File: config.mk
export PLATFORM = sky130hd
export DESIGN_NAME = step_sequencer
export DESIGN_NICKNAME = d
export VERILOG_FILES = /design/src/rtl/step_sequencer_pkg.sv /design/src/rtl/step_sequencer_phase_lut.sv /design/src/rtl/step_sequencer.sv
export SDC_FILE = /design/constraint.sdc
export NUM_CORES = 1
export LEC_CHECK = 0
export ABC_AREA = 1
export CAP_MARGIN = 20
export CORE_ASPECT_RATIO = 2
export CORE_UTILIZATION = 56
export CTS_BUF_LIST = sky130_fd_sc_hd__clkbuf_16
export CTS_CLUSTER_SIZE = 30
export DETAILED_ROUTE_END_ITERATION = 16
export PLACE_DENSITY = 0.88
export SYNTH_ARGS = -nofsm -noshare
export SYNTH_HDL_FRONTEND = slang
export SYNTH_SLANG_ARGS = --single-unit
File: constraint.sdc
create_clock -name spd_i -period 2.2 [get_ports spd_i]
set_clock_uncertainty 0.05 [all_clocks]
set_input_delay 0.44 -clock spd_i [delete_from_list [all_inputs] [get_ports spd_i]]
set_output_delay 0.44 -clock spd_i [all_outputs]
set_load 0.005 [all_outputs]
File: src/rtl/step_sequencer_pkg.sv
// Shared step-sequencer definitions: 3-bit FSM state encoding and the 8-entry
// half-step coil phase table ({A,B,C,D}, active-high), reused by other coil drivers.
// Even indices energise one coil (wave drive); odd indices energise two (two-phase drive).
package step_sequencer_pkg;

  localparam int unsigned STATE_W = 3;

  localparam logic [STATE_W-1:0] ST_IDLE     = 3'd0;
  localparam logic [STATE_W-1:0] ST_ISSUE    = 3'd1;
  localparam logic [STATE_W-1:0] ST_WAIT_ON  = 3'd2;
  localparam logic [STATE_W-1:0] ST_WAIT_OFF = 3'd3;
  localparam logic [STATE_W-1:0] ST_ADVANCE  = 3'd4;
  localparam logic [STATE_W-1:0] ST_FIN      = 3'd5;

  typedef enum logic [STATE_W-1:0] {
    S_IDLE     = ST_IDLE,
    S_ISSUE    = ST_ISSUE,
    S_WAIT_ON  = ST_WAIT_ON,
    S_WAIT_OFF = ST_WAIT_OFF,
    S_ADVANCE  = ST_ADVANCE,
    S_FIN      = ST_FIN
  } state_e;

  // Element [i] is the coil pattern for phase index i (element 0 is the rightmost).
  localparam logic [7:0][3:0] PHASE_TABLE = {
    4'b1001, 4'b0001, 4'b0011, 4'b0010,
    4'b0110, 4'b0100, 4'b1100, 4'b1000
  };

  function automatic logic [3:0] phase_of(input logic [2:0] idx);
    return PHASE_TABLE[idx];
  endfunction

endpackage

File: src/rtl/step_sequencer_phase_lut.sv
// Phase lookup: maps a 3-bit phase index to the 4-bit coil pattern.
// Purely combinational, zero latency, no flow control.
// Ports: idx_i phase index in; coil_o {A,B,C,D} pattern out.
module step_sequencer_phase_lut
  import step_sequencer_pkg::*;
(
  input  logic [2:0] idx_i,
  output logic [3:0] coil_o
);

  assign coil_o = phase_of(idx_i);

endmodule

File: src/rtl/step_sequencer.sv
// Step sequencer: issues start pulses to a step timer, waits out each 'on' window,
// then advances the coil phase; runs n_steps and pulses done (or flags err on timeout).
// Latency: registered coil follows the phase index the cycle after ADVANCE.
// Backpressure: go is only honoured in IDLE; the timer paces each step via tmr_on.
// Ports: spd_i clock, rst_i async active-low reset; go_i/n_steps_i/dir_i/hs_i run request
//   (latched on accept); hold_i keeps coils energised when idle; tmr_on_i timer window;
//   tmr_start_o timer start; coil_o coil drive; busy_o, done_o (pulse), err_o (sticky).
module step_sequencer
  import step_sequencer_pkg::*;
#(
  parameter int CNT_W   = 16,
  parameter int TMO_W   = 8,
  parameter int TMO_MAX = 200
) (
  input  logic             spd_i,
  input  logic             rst_i,
  input  logic             go_i,
  input  logic [CNT_W-1:0] n_steps_i,
  input  logic             dir_i,
  input  logic             hs_i,
  input  logic             hold_i,
  input  logic             tmr_on_i,
  output logic             tmr_start_o,
  output logic [3:0]       coil_o,
  output logic             busy_o,
  output logic             done_o,
  output logic             err_o
);

  localparam logic [TMO_W-1:0] TMO_LAST = TMO_W'(TMO_MAX - 1);

  state_e           state_q, state_d;
  logic [2:0]       idx_q, idx_d;
  logic [CNT_W-1:0] rem_q, rem_d;
  logic             dir_q, dir_d;
  logic             hs_q, hs_d;
  logic             err_q, err_d;
  logic [TMO_W-1:0] tmo_q, tmo_d;
  logic [3:0]       coil_q, coil_d;
  logic [3:0]       lut_coil;
  logic [2:0]       step_sz;

  // Looked up from the next index so the coil register lands together with idx.
  step_sequencer_phase_lut u_phase_lut (
    .idx_i  (idx_d),
    .coil_o (lut_coil)
  );

  always_comb begin
    state_d = state_q;
    idx_d   = idx_q;
    rem_d   = rem_q;
    dir_d   = dir_q;
    hs_d    = hs_q;
    err_d   = err_q;
    tmo_d   = tmo_q;
    step_sz = hs_q ? 3'd1 : 3'd2;
    case (state_q)
      S_IDLE: begin
        if (go_i) begin
          if (n_steps_i != '0) begin
            rem_d   = n_steps_i;
            dir_d   = dir_i;
            hs_d    = hs_i;
            err_d   = 1'b0;
            state_d = S_ISSUE;
          end else begin
            // Zero-length request: acknowledge with done, never touch the timer.
            state_d = S_FIN;
          end
        end
      end
      S_ISSUE: begin
        tmo_d   = '0;
        state_d = S_WAIT_ON;
      end
      S_WAIT_ON: begin
        if (tmr_on_i) begin
          state_d = S_WAIT_OFF;
        end else if (tmo_q == TMO_LAST) begin
          err_d   = 1'b1;
          rem_d   = '0;
          state_d = S_IDLE;
        end else begin
          tmo_d = tmo_q + 1'b1;
        end
      end
      S_WAIT_OFF: begin
        if (!tmr_on_i) state_d = S_ADVANCE;
      end
      S_ADVANCE: begin
        // 3-bit arithmetic gives the mod-8 wrap in both directions.
        idx_d   = dir_q ? (idx_q + step_sz) : (idx_q - step_sz);
        rem_d   = rem_q - 1'b1;
        state_d = (rem_q == CNT_W'(1)) ? S_FIN : S_ISSUE;
      end
      S_FIN: begin
        state_d = S_IDLE;
      end
      default: begin
        state_d = S_IDLE;
      end
    endcase
  end

  always_comb begin
    coil_d = lut_coil;
    if (state_d == S_IDLE && !hold_i) begin
      coil_d = 4'b0000;
    end else if (state_q == S_IDLE && state_d == S_FIN) begin
      // A zero-step request leaves the coils exactly as they were.
      coil_d = coil_q;
    end
  end

  always_ff @(posedge spd_i or negedge rst_i) begin
    if (!rst_i) begin
      state_q <= S_IDLE;
      idx_q   <= 3'd0;
      rem_q   <= '0;
      dir_q   <= 1'b0;
      hs_q    <= 1'b0;
      err_q   <= 1'b0;
      tmo_q   <= '0;
      coil_q  <= 4'b0000;
    end else begin
      state_q <= state_d;
      idx_q   <= idx_d;
      rem_q   <= rem_d;
      dir_q   <= dir_d;
      hs_q    <= hs_d;
      err_q   <= err_d;
      tmo_q   <= tmo_d;
      coil_q  <= coil_d;
    end
  end

  assign tmr_start_o = (state_q == S_ISSUE);
  assign busy_o      = (state_q != S_IDLE);
  assign done_o      = (state_q == S_FIN);
  assign err_o       = err_q;
  assign coil_o      = coil_q;

endmodule

Word-level counts from Yosys, hierarchy flattened
Memories as Yosys holds them, arrays and structs flattened.
Index checks and enable logic that the tools add are counted.
- add/sub/neg operators: 4
- order comparisons: 1
- eq/ne operators: 14
- multiplexer cells: 26
- reductions and logical operators: 14
- operator list (operator ; number):
    $mux 16 ; 4
    $pmux 16 s3 ; 1
    $mux 3 ; 8
    $eq 16x1->1 const B ; 1
    $mux 8 ; 2
    $pmux 8 s2 ; 1
    $reduce_bool 16->1 ; 1
    $sub 16x1->16 const B ; 1
    $pmux 3 s5 ; 1
    $mux 4 ; 3
    $ne 2x2->1 const B ; 6
    $reduce_and 5->1 ; 2
    $eq 3x3->1 const B ; 3
    $add 8x1->8 const B ; 1
    $eq 8x8->1 const B ; 1
    $eq 3x2->1 const B ; 2
    $logic_not 3->1 ; 2
    $reduce_and 3->1 ; 2
    $reduce_bool 3->1 ; 2
    $lt 3x4->1 const B ; 1
    $mux 1 ; 4
    $reduce_bool 2->1 ; 2
    $add 3x2->3 ; 1
    $eq 3x1->1 const B ; 1
    other kinds (5) ; 6
- flip-flop bits (word level): 37
- ROM bits: 32
- input bits: 23
- output and inout port bits: 8
- memories: 1
- memories (memory ; words ; width ; read ports ; clocked after Yosys merged registers in ; write ports ; line ; RTL):
    (no name shown) ; 8 ; 4 ; 1 ; 0 ; 0 ; step_sequencer_pkg.sv:31 ; return PHASE_TABLE[idx];

Depth between registers and ports, before layout
Gate-level depths: netlist of run 1.
- depth after elaboration: 8
- depth in mapped cells: 14
- gate-level depth less buffers: 14

Hierarchy
Synthesis of run 1 repeated with hierarchy kept, for this count alone.
- cells, all modules: 378
- area total of the unflattened synthesis: 2467.4 µm²
- by module, submodules not included (module ; instances ; cells each ; area an instance (µm²) ; seq. area each (µm²)):
    step_sequencer ; 1 ; 367 ; 2423.6 ; 925.9
    step_sequencer_phase_lut ; 1 ; 11 ; 43.8 ; 0.0

Least setup slack after synthesis of run 1
OpenSTA, ideal clock, no wires.
- kind: register to register
- from: register idx_q[0]
- to: register coil_q[1], in the netlist coil_o[1]
- setup time: 65 ps
- arrival time: 1626 ps
- required time: 2085 ps
- path slack: 459 ps
- cell stages (with the launch flop): 10
- path through: dfrtp_1 ha_1 inv_1 fa_1 nand3b_1 nand2_1 nand2_1 o21ai_0 nand3_1 nand2_1
- cells in the longest elaborated chain, start to end: 7
- elaborated cells between the ends (all ways): 8
- those cells by class: add/sub (2); mux (5); memory (1)
- RTL lines (item ; line ; RTL):
    start, declared ; step_sequencer.sv:33 ; logic [2:0] idx_q, idx_d;
    start signal, assigned ; step_sequencer.sv:128 ; idx_q <= idx_d;
    $sub 3x2->3 / $add 3x2->3 (equally long branches) ; step_sequencer.sv:93 ; idx_d = dir_q ? (idx_q + step_sz) : (idx_q - step_sz);
    $mux 3 (*) ; step_sequencer.sv:93 ;
    $mux 3 (*) ; step_sequencer.sv:58 ; case (state_q)
    via idx_d[1] ; step_sequencer.sv:33 ;
    $mem_v2 8x4 (*) ; n/a ;
    $mux 4 (not written as such) (*) ; step_sequencer_pkg.sv:31 ;
    $mux 4 (*) ; step_sequencer.sv:110 ; end else if (state_q == S_IDLE && state_d == S_FIN) begin
    $mux 4 (*) ; step_sequencer.sv:108 ; if (state_d == S_IDLE && !hold_i) begin
    end signal, assigned ; step_sequencer.sv:134 ; coil_q <= coil_d;
    end, declared ; step_sequencer.sv:39 ; logic [3:0] coil_q, coil_d;
The timed path passes the listed nets; every way through them passes the cells marked *. The select of a mux whose other input is x is not followed.
A chain may end at the register's enable or synchronous reset.

Final worst setup path of run 1
- from: register state_q[0]
- to: output busy_o
- cells in the longest elaborated chain, start to end: 1
- RTL lines (item ; line ; RTL):
    start, declared ; step_sequencer.sv:32 ; state_e state_q, state_d;
    start signal, assigned ; step_sequencer.sv:127 ; state_q <= state_d;
    $reduce_bool 3->1 ; step_sequencer.sv:139 ; assign busy_o = (state_q != S_IDLE);
    end, declared ; step_sequencer.sv:25 ; output logic busy_o,
No other way between the ends.

==> out/metrics.cfg, run 1 <==
[run_status]
status = completed

[setup_path]
required_ns = 1.71
cp-end-kind = output pin
critPathLaunchType = register
regToRegSetupSlack_ns = 0.17
crit_type = register to output pin
rr_worst_depth = 9
critPathMaxFanout = 5
r2r_start = hs_q
worst_ep_arrival_time_ns = 1.61
reg2reg_to = coil_o[1]

[clock_tree]
clkTransAtPathRegs_ns = 0.06
cts_sinks = 37
cts_made_buffers = 5
htree_num_levels = 2
clk_latency_ns = 0.28
hold_buffers = 0
post_cts_buffers = 0
cts_tree = built
cts_max_path_buffers = 2
root_buffer = clkbuf_16

[drt]
routed_via_density = 5.54
drtPass1Iterations = 4
num_vias = 2607
ant_nets = 0
drtIter0Drc = 112
drc = 0
finalWirelength_um = 6510
wire_per_inst_um = 13.8

[place]
dpl_cell_area_um2 = 2870
dp.final_hpwl_um = 4740
place_congestion = 0.902
io_buffers = 30
placedCellCount = 463

[yosys]
ys_ff_latch = 37
ys_types = 28
syn_nets = 406
synth_cells = 378
synth_warnings = 0
syn_area_per_cell_um2 = 6.58
syn_area_um2 = 2490
yosysSeqAreaShare = 0.372

[timing]
maxSlewHeadroom = 0.657
max_freq_ghz = 0.476
finalCriticalPeriod_ns = 2.10
setup-violations-final = 0
hold_violations = 0
rsz0062_at_grt = false
tightest_slew_ns = 0.515
period_share = 0.955
fin_tns_setup_ns = 0
slew_violations = 0

[die]
die_area_um2 = 4730
die_h_um = 96.3
fp.coreArea_um2 = 4300
row_count = 34
die_w_um = 49.1
pin_count = 31
initial_utilization = 0.579

[global_route]
grt_pass1_vias = 2591
grt_pass1_wl_um = 10900
grt_overflow = 0
grt_usage = 0.299
grt_antenna_before_repair = 0
grt_max_degree = 21

[cells_and_area]
nets = 444
area.growth.synth_to_final_pct = 22.2
final_common_cell = nand2_1
n_antenna_cell = 0
fill_cells = 355
final_area_um2 = 3040
drive_gt1_frac = 0.0839
final_cell_mix = nand2_1, nor2_1, inv_1
instances_no_fill = 471

[pwr]
p_per_area_nw_per_um2 = 1370
seqPwrFrac = 0.300
p_clk_frac = 0.196
swShare = 0.462
p_comb_frac = 0.504
p_leak_nw = 1.56
ir_drop_mv = 1.02
p_int_mw = 2.24
switching_power_mw = 1.92

[worst_hold_path]
min_path_type = input pin to asynchronous set/reset pin

[job]
maxCapViolations = 0

## final cells by class
| type | instances | area (um2) | share of cell area |
|---|---|---|---|
| clock inverter | 3 | 41.3 | 0.0136 |
| timing repair buffer | 36 | 353 | 0.116 |
| inverter | 40 | 150 | 0.0494 |
| clock buffer | 5 | 125 | 0.0412 |
| tap | 54 | 67.6 | 0.0222 |
| sequential | 37 | 930 | 0.306 |
| multi-input combinational | 296 | 1370 | 0.452 |
## power groups by stage
| stage | registers [mW] | clock network (mW) | logic [mW] |
|---|---|---|---|
| 2_1_floorplan | 1.17 | 0 | 1.54 |
| 3_3_place_gp | 1.23 | 0 | 1.97 |
| 3_5_place_dp | 1.24 | 0 | 2.05 |
| 4_1_cts | 1.23 | 0.821 | 2.08 |
| 5_1_grt | 1.28 | 0.849 | 2.37 |
| 6_report | 1.25 | 0.815 | 2.09 |
## repair_timing
item / 4_1_cts / 5_1_grt
gates cloned: 0 / 0
resized for setup: 2 / 3
endpoints found under the setup margin: 1 / 2
## stage by stage
stage | setup WS, ns | total power, mW | hold WS [ns] | util
3_3_place_gp | 0.0938 | 3.20 | 0.350 | 0.667
2_1_floorplan | 0.459 | 2.71 | 0.0944 | -
3_5_place_dp | 0.0576 | 3.29 | 0.356 | 0.667
4_1_cts | 0.00306 | 4.14 | 0.0616 | 0.707
5_1_grt | 0.0187 | 4.49 | 0.0747 | 0.708
6_report | 0.0981 | 4.16 | 0.0405 | 0.708
## how the worst max path moves through the flow
stage | start | to | depth (start not counted)
5_1_grt | hs_q | coil_o[1] | 9
4_1_cts | state_q[0] | busy_o | 5
3_5_place_dp | n_steps_i[0] | rem_q[3] | 9
3_3_place_gp | n_steps_i[0] | coil_o[1] | 10
6_report | state_q[0] | busy_o | 5
2_1_floorplan | idx_q[0] | coil_o[1] | 9
## logic make-up (layout without fill, tap and decap cells)
family / count (synthesis) / after routing / share of synthesized area
simple gates: 256 / 256 / 0.434
buf+inv: 45 / 84 / 0.0765
flops: 37 / 37 / 0.372
compound gates: 32 / 32 / 0.0785
fa+ha+maj: 5 / 5 / 0.0282
xor+xnor: 3 / 3 / 0.0106
## per-layer routing
metal  track usage  wire length (um)  share of wire
met2         0.580              3610           0.55
met5             0                 0              0
met1         0.286              2460           0.38
met4         0.162               170          0.026
met3        0.0569               282          0.043
## synthesized netlist by cell type
| library cell | count | share of area |
|---|---|---|
| inv_1 | 37 | 0.056 |
| nor2_1 | 45 | 0.068 |
| xor2_1 | 3 | 0.011 |
| buf_6 | 2 | 0.0091 |
| or2_2 | 1 | 0.0025 |
| dfrtp_1 | 37 | 0.37 |
| nand3_1 | 35 | 0.070 |
| nand2_2 | 5 | 0.013 |
| inv_2 | 3 | 0.0045 |
| nor2_2 | 1 | 0.0025 |
| fa_1 | 1 | 0.0080 |
| a21boi_2 | 1 | 0.0045 |
| o2111ai_2 | 1 | 0.0060 |
| nand4_2 | 1 | 0.0050 |
| a21o_1 | 2 | 0.0060 |
| buf_2 | 2 | 0.0040 |
| ha_1 | 4 | 0.020 |
| nand4_1 | 7 | 0.018 |
| buf_4 | 1 | 0.0030 |
| nand3b_1 | 3 | 0.0091 |
| nor2_4 | 2 | 0.0091 |
| a31o_2 | 1 | 0.0035 |
| nand2_1 | 152 | 0.23 |
| o21ai_0 | 20 | 0.040 |
| a21oi_1 | 3 | 0.0060 |
| o31ai_1 | 1 | 0.0030 |
| nor3_1 | 4 | 0.0080 |
| o21bai_1 | 3 | 0.0091 |
## registers in the layout, summed over array words and instances, names as in the netlist
register  count
state_q       3
err_o         1
idx_q         3
dir_q         1
coil_o        4
hs_q          1
tmo_q         8
rem_q        16
## critical path: stages, from the launching register on
cell and delay (ns):
dfrtp_2 0.46, inv_1 0.11, nand2_1 0.08, nor2_2 0.15
inv_2 0.09, clkdlybuf4s50_1 0.45
No activity file was read; power rests on OpenSTA's default activity.
==> run 2: changes to the inputs <==
--- a/config.mk
+++ b/config.mk
@@ -8,11 +8,12 @@
 export ABC_AREA = 1
 export CAP_MARGIN = 20
 export CORE_ASPECT_RATIO = 2
-export CORE_UTILIZATION = 56
+export CORE_UTILIZATION = 55
 export CTS_BUF_LIST = sky130_fd_sc_hd__clkbuf_16
 export CTS_CLUSTER_SIZE = 30
 export DETAILED_ROUTE_END_ITERATION = 16
-export PLACE_DENSITY = 0.88
+export PLACE_DENSITY = 0.87
+export SKIP_LAST_GASP = 1
 export SYNTH_ARGS = -nofsm -noshare
 export SYNTH_HDL_FRONTEND = slang
 export SYNTH_SLANG_ARGS = --single-unit
==> run 2 against run 1 <==
  * Critical path depth did not move
  * Fmax fell by 0.21%
  * Hold slack improved by 0.11 ns
  * Flip-flop and latch count did not move
  * Via count fell by 0.31%
  * Largest power group unchanged
==> out/metrics.cfg, run 2 (same netlist as run 1, synthesis figures left out) <==
[global_route]
grt_antenna_before_repair = 0  ; unchanged
grt_max_degree = 38  ; was 21
grt_overflow = 0  ; unchanged
grt_usage = 0.294  ; was 0.299
grt_pass1_wl_um = 11100  ; was 10900 um
grt_pass1_vias = 2639  ; was 2591

[timing]
hold_violations = 0  ; unchanged
maxSlewHeadroom = 0.672  ; was 0.657
slew_violations = 0  ; unchanged
period_share = 0.957  ; was 0.955
rsz0062_at_grt = false  ; unchanged
max_freq_ghz = 0.475  ; was 0.476 GHz
setup-violations-final = 0  ; unchanged
finalCriticalPeriod_ns = 2.11  ; was 2.10 ns
tightest_slew_ns = 0.492  ; was 0.515 ns

[drt]
wl_met3_um = 262  ; was 282 um
wire_per_inst_um = 13.7  ; was 13.8 um
drtIter0Drc = 82  ; was 112
wl_met2_um = 3530  ; was 3610 um
finalWirelength_um = 6440  ; was 6510 um
routed_via_density = 5.53  ; was 5.54
drc = 0  ; unchanged
drtPass1Iterations = 7  ; was 4
ant_nets = 0  ; unchanged
routed.top_layer = met4  ; unchanged
wirelength_met1_um = 2400  ; was 2460 um
num_vias = 2599  ; was 2607

[clock_tree]
clkTransAtPathRegs_ns = 0.06  ; about the same
post_cts_buffers = 0  ; unchanged
cts_sinks = 37  ; unchanged
cts_made_buffers = 5  ; unchanged
cts_tree = built  ; unchanged
clk_latency_ns = 0.28  ; about the same
root_buffer = clkbuf_16  ; unchanged
htree_num_levels = 2  ; unchanged
cts_max_path_buffers = 2  ; unchanged
hold_buffers = 0  ; unchanged

[job]
maxCapViolations = 0  ; unchanged

[pwr]
ir_drop_mv = 0.795  ; was 1.02 mV
p_total_mw = 4.01  ; was 4.16 mW
p_per_area_nw_per_um2 = 1340  ; was 1370 nW/um2
p_leak_nw = 1.54  ; was 1.56 nW

[setup_path]
critPathTopFamily = buffers and inverters  ; unchanged
cp-end-kind = output pin  ; unchanged
crit_slowest_cell = dfrtp_2  ; unchanged
worst_ep_arrival_time_ns = 1.62  ; was 1.61 ns
required_ns = 1.71  ; about the same
critPathMaxStageDelay_ns = 0.46  ; about the same
path_cells = inv_1 -> nand2_1 -> nor2_2 -> inv_2 -> clkdlybuf4s50_1  ; unchanged
path_buf_inv = 3  ; unchanged
critPathMaxFanout = 5  ; unchanged
crit_type = register to output pin  ; unchanged
critPathLaunchType = register  ; unchanged

[die]
initial_utilization = 0.573  ; was 0.579
die_h_um = 97.1  ; was 96.3 um
die_w_um = 49.6  ; was 49.1 um
pin_count = 31  ; unchanged
row_count = 34  ; unchanged
fp.coreArea_um2 = 4340  ; was 4300 um2
die_area_um2 = 4810  ; was 4730 um2

[place]
placedCellCount = 462  ; was 463
place_congestion = 0.894  ; was 0.902
dp.final_hpwl_um = 4570  ; was 4740 um
io_buffers = 30  ; unchanged

[cells_and_area]
instances_no_fill = 470  ; was 471
drive_gt1_frac = 0.0817  ; was 0.0839
largest_reg_flops = 16  ; unchanged
final_common_cell = nand2_1  ; unchanged
nets = 443  ; was 444
final_cell_mix = nand2_1, nor2_1, inv_1  ; unchanged
n_antenna_cell = 0  ; unchanged
area.growth.synth_to_final_pct = 20.3  ; was 22.2%
largest_register = rem_q  ; unchanged
fill_cells = 397  ; was 355

[worst_hold_path]
min_path_type = input pin to asynchronous set/reset pin  ; unchanged

[run_status]
status = completed  ; unchanged

==> run 2: area by class of cell <==
class,count,area (um2),share of cell area
well taps,54,67.6,0.0226
clock buffers,5,125,0.0418
clock inverters,3,13.8,0.00460
inverters,40,150,0.0502
repair buffers,35,333,0.111
multi-input cells,296,1370,0.459
flip-flops and latches,37,930,0.311
==> run 2: path summary, 6_finish.rpt <==
check	start	endpoint	slack, ns	cells past startpoint
min reg2reg	coil_o[3]	coil_o[3]	0.43	2
max in group asynchronous	rst_i	state_q[2]	1.57	2
max	state_q[0]	busy_o	0.09	5
min	rst_i	rem_q[4]	0.15	2
max reg2reg	hs_q	coil_o[1]	0.25	13
min in group spd_i	coil_o[3]	coil_o[3]	0.43	2
==> run 2: routing by layer <==
layer | vias up | track usage
met5 | - | 0
met3 | 24 | 0.0282
met4 | 0 | 0.149
li1 | 1273 | -
met2 | 94 | 0.552
met1 | 1208 | 0.305
==> run 2: timing repair <==
| item | CTS | global route |
|---|---|---|
| resized for setup | 3 | 2 |
| hold endpoints to repair | 0 | 0 |
| gates cloned | 0 | 0 |
| endpoints found under the setup margin | 1 | 2 |
==> run 2: per-stage QoR <==
step | hold WS [ns] | setup TNS (ns) | worst slack, ns | utilization | cell area, um2
4_1_cts | 0.175 | 0 | 0.0566 | 0.689 | 2990
2_1_floorplan | 0.0944 | 0 | 0.459 | - | 2490
6_report | 0.146 | 0 | 0.0937 | 0.690 | 2990
3_3_place_gp | 0.418 | 0 | 0.0429 | 0.656 | 2850
5_1_grt | 0.210 | 0 | 0.00424 | 0.690 | 2990
3_5_place_dp | 0.414 | -0.00882 | -0.00511 | 0.656 | 2850
==> run 2: report_power, final <==
| part | leakage [nW] | total (mW) | switching, mW | internal [mW] |
|---|---|---|---|---|
| clock | 0.0748 | 0.688 | 0.277 | 0.411 |
| sequential | 0.472 | 1.25 | 0.293 | 0.956 |
| combinational | 0.997 | 2.07 | 1.33 | 0.746 |
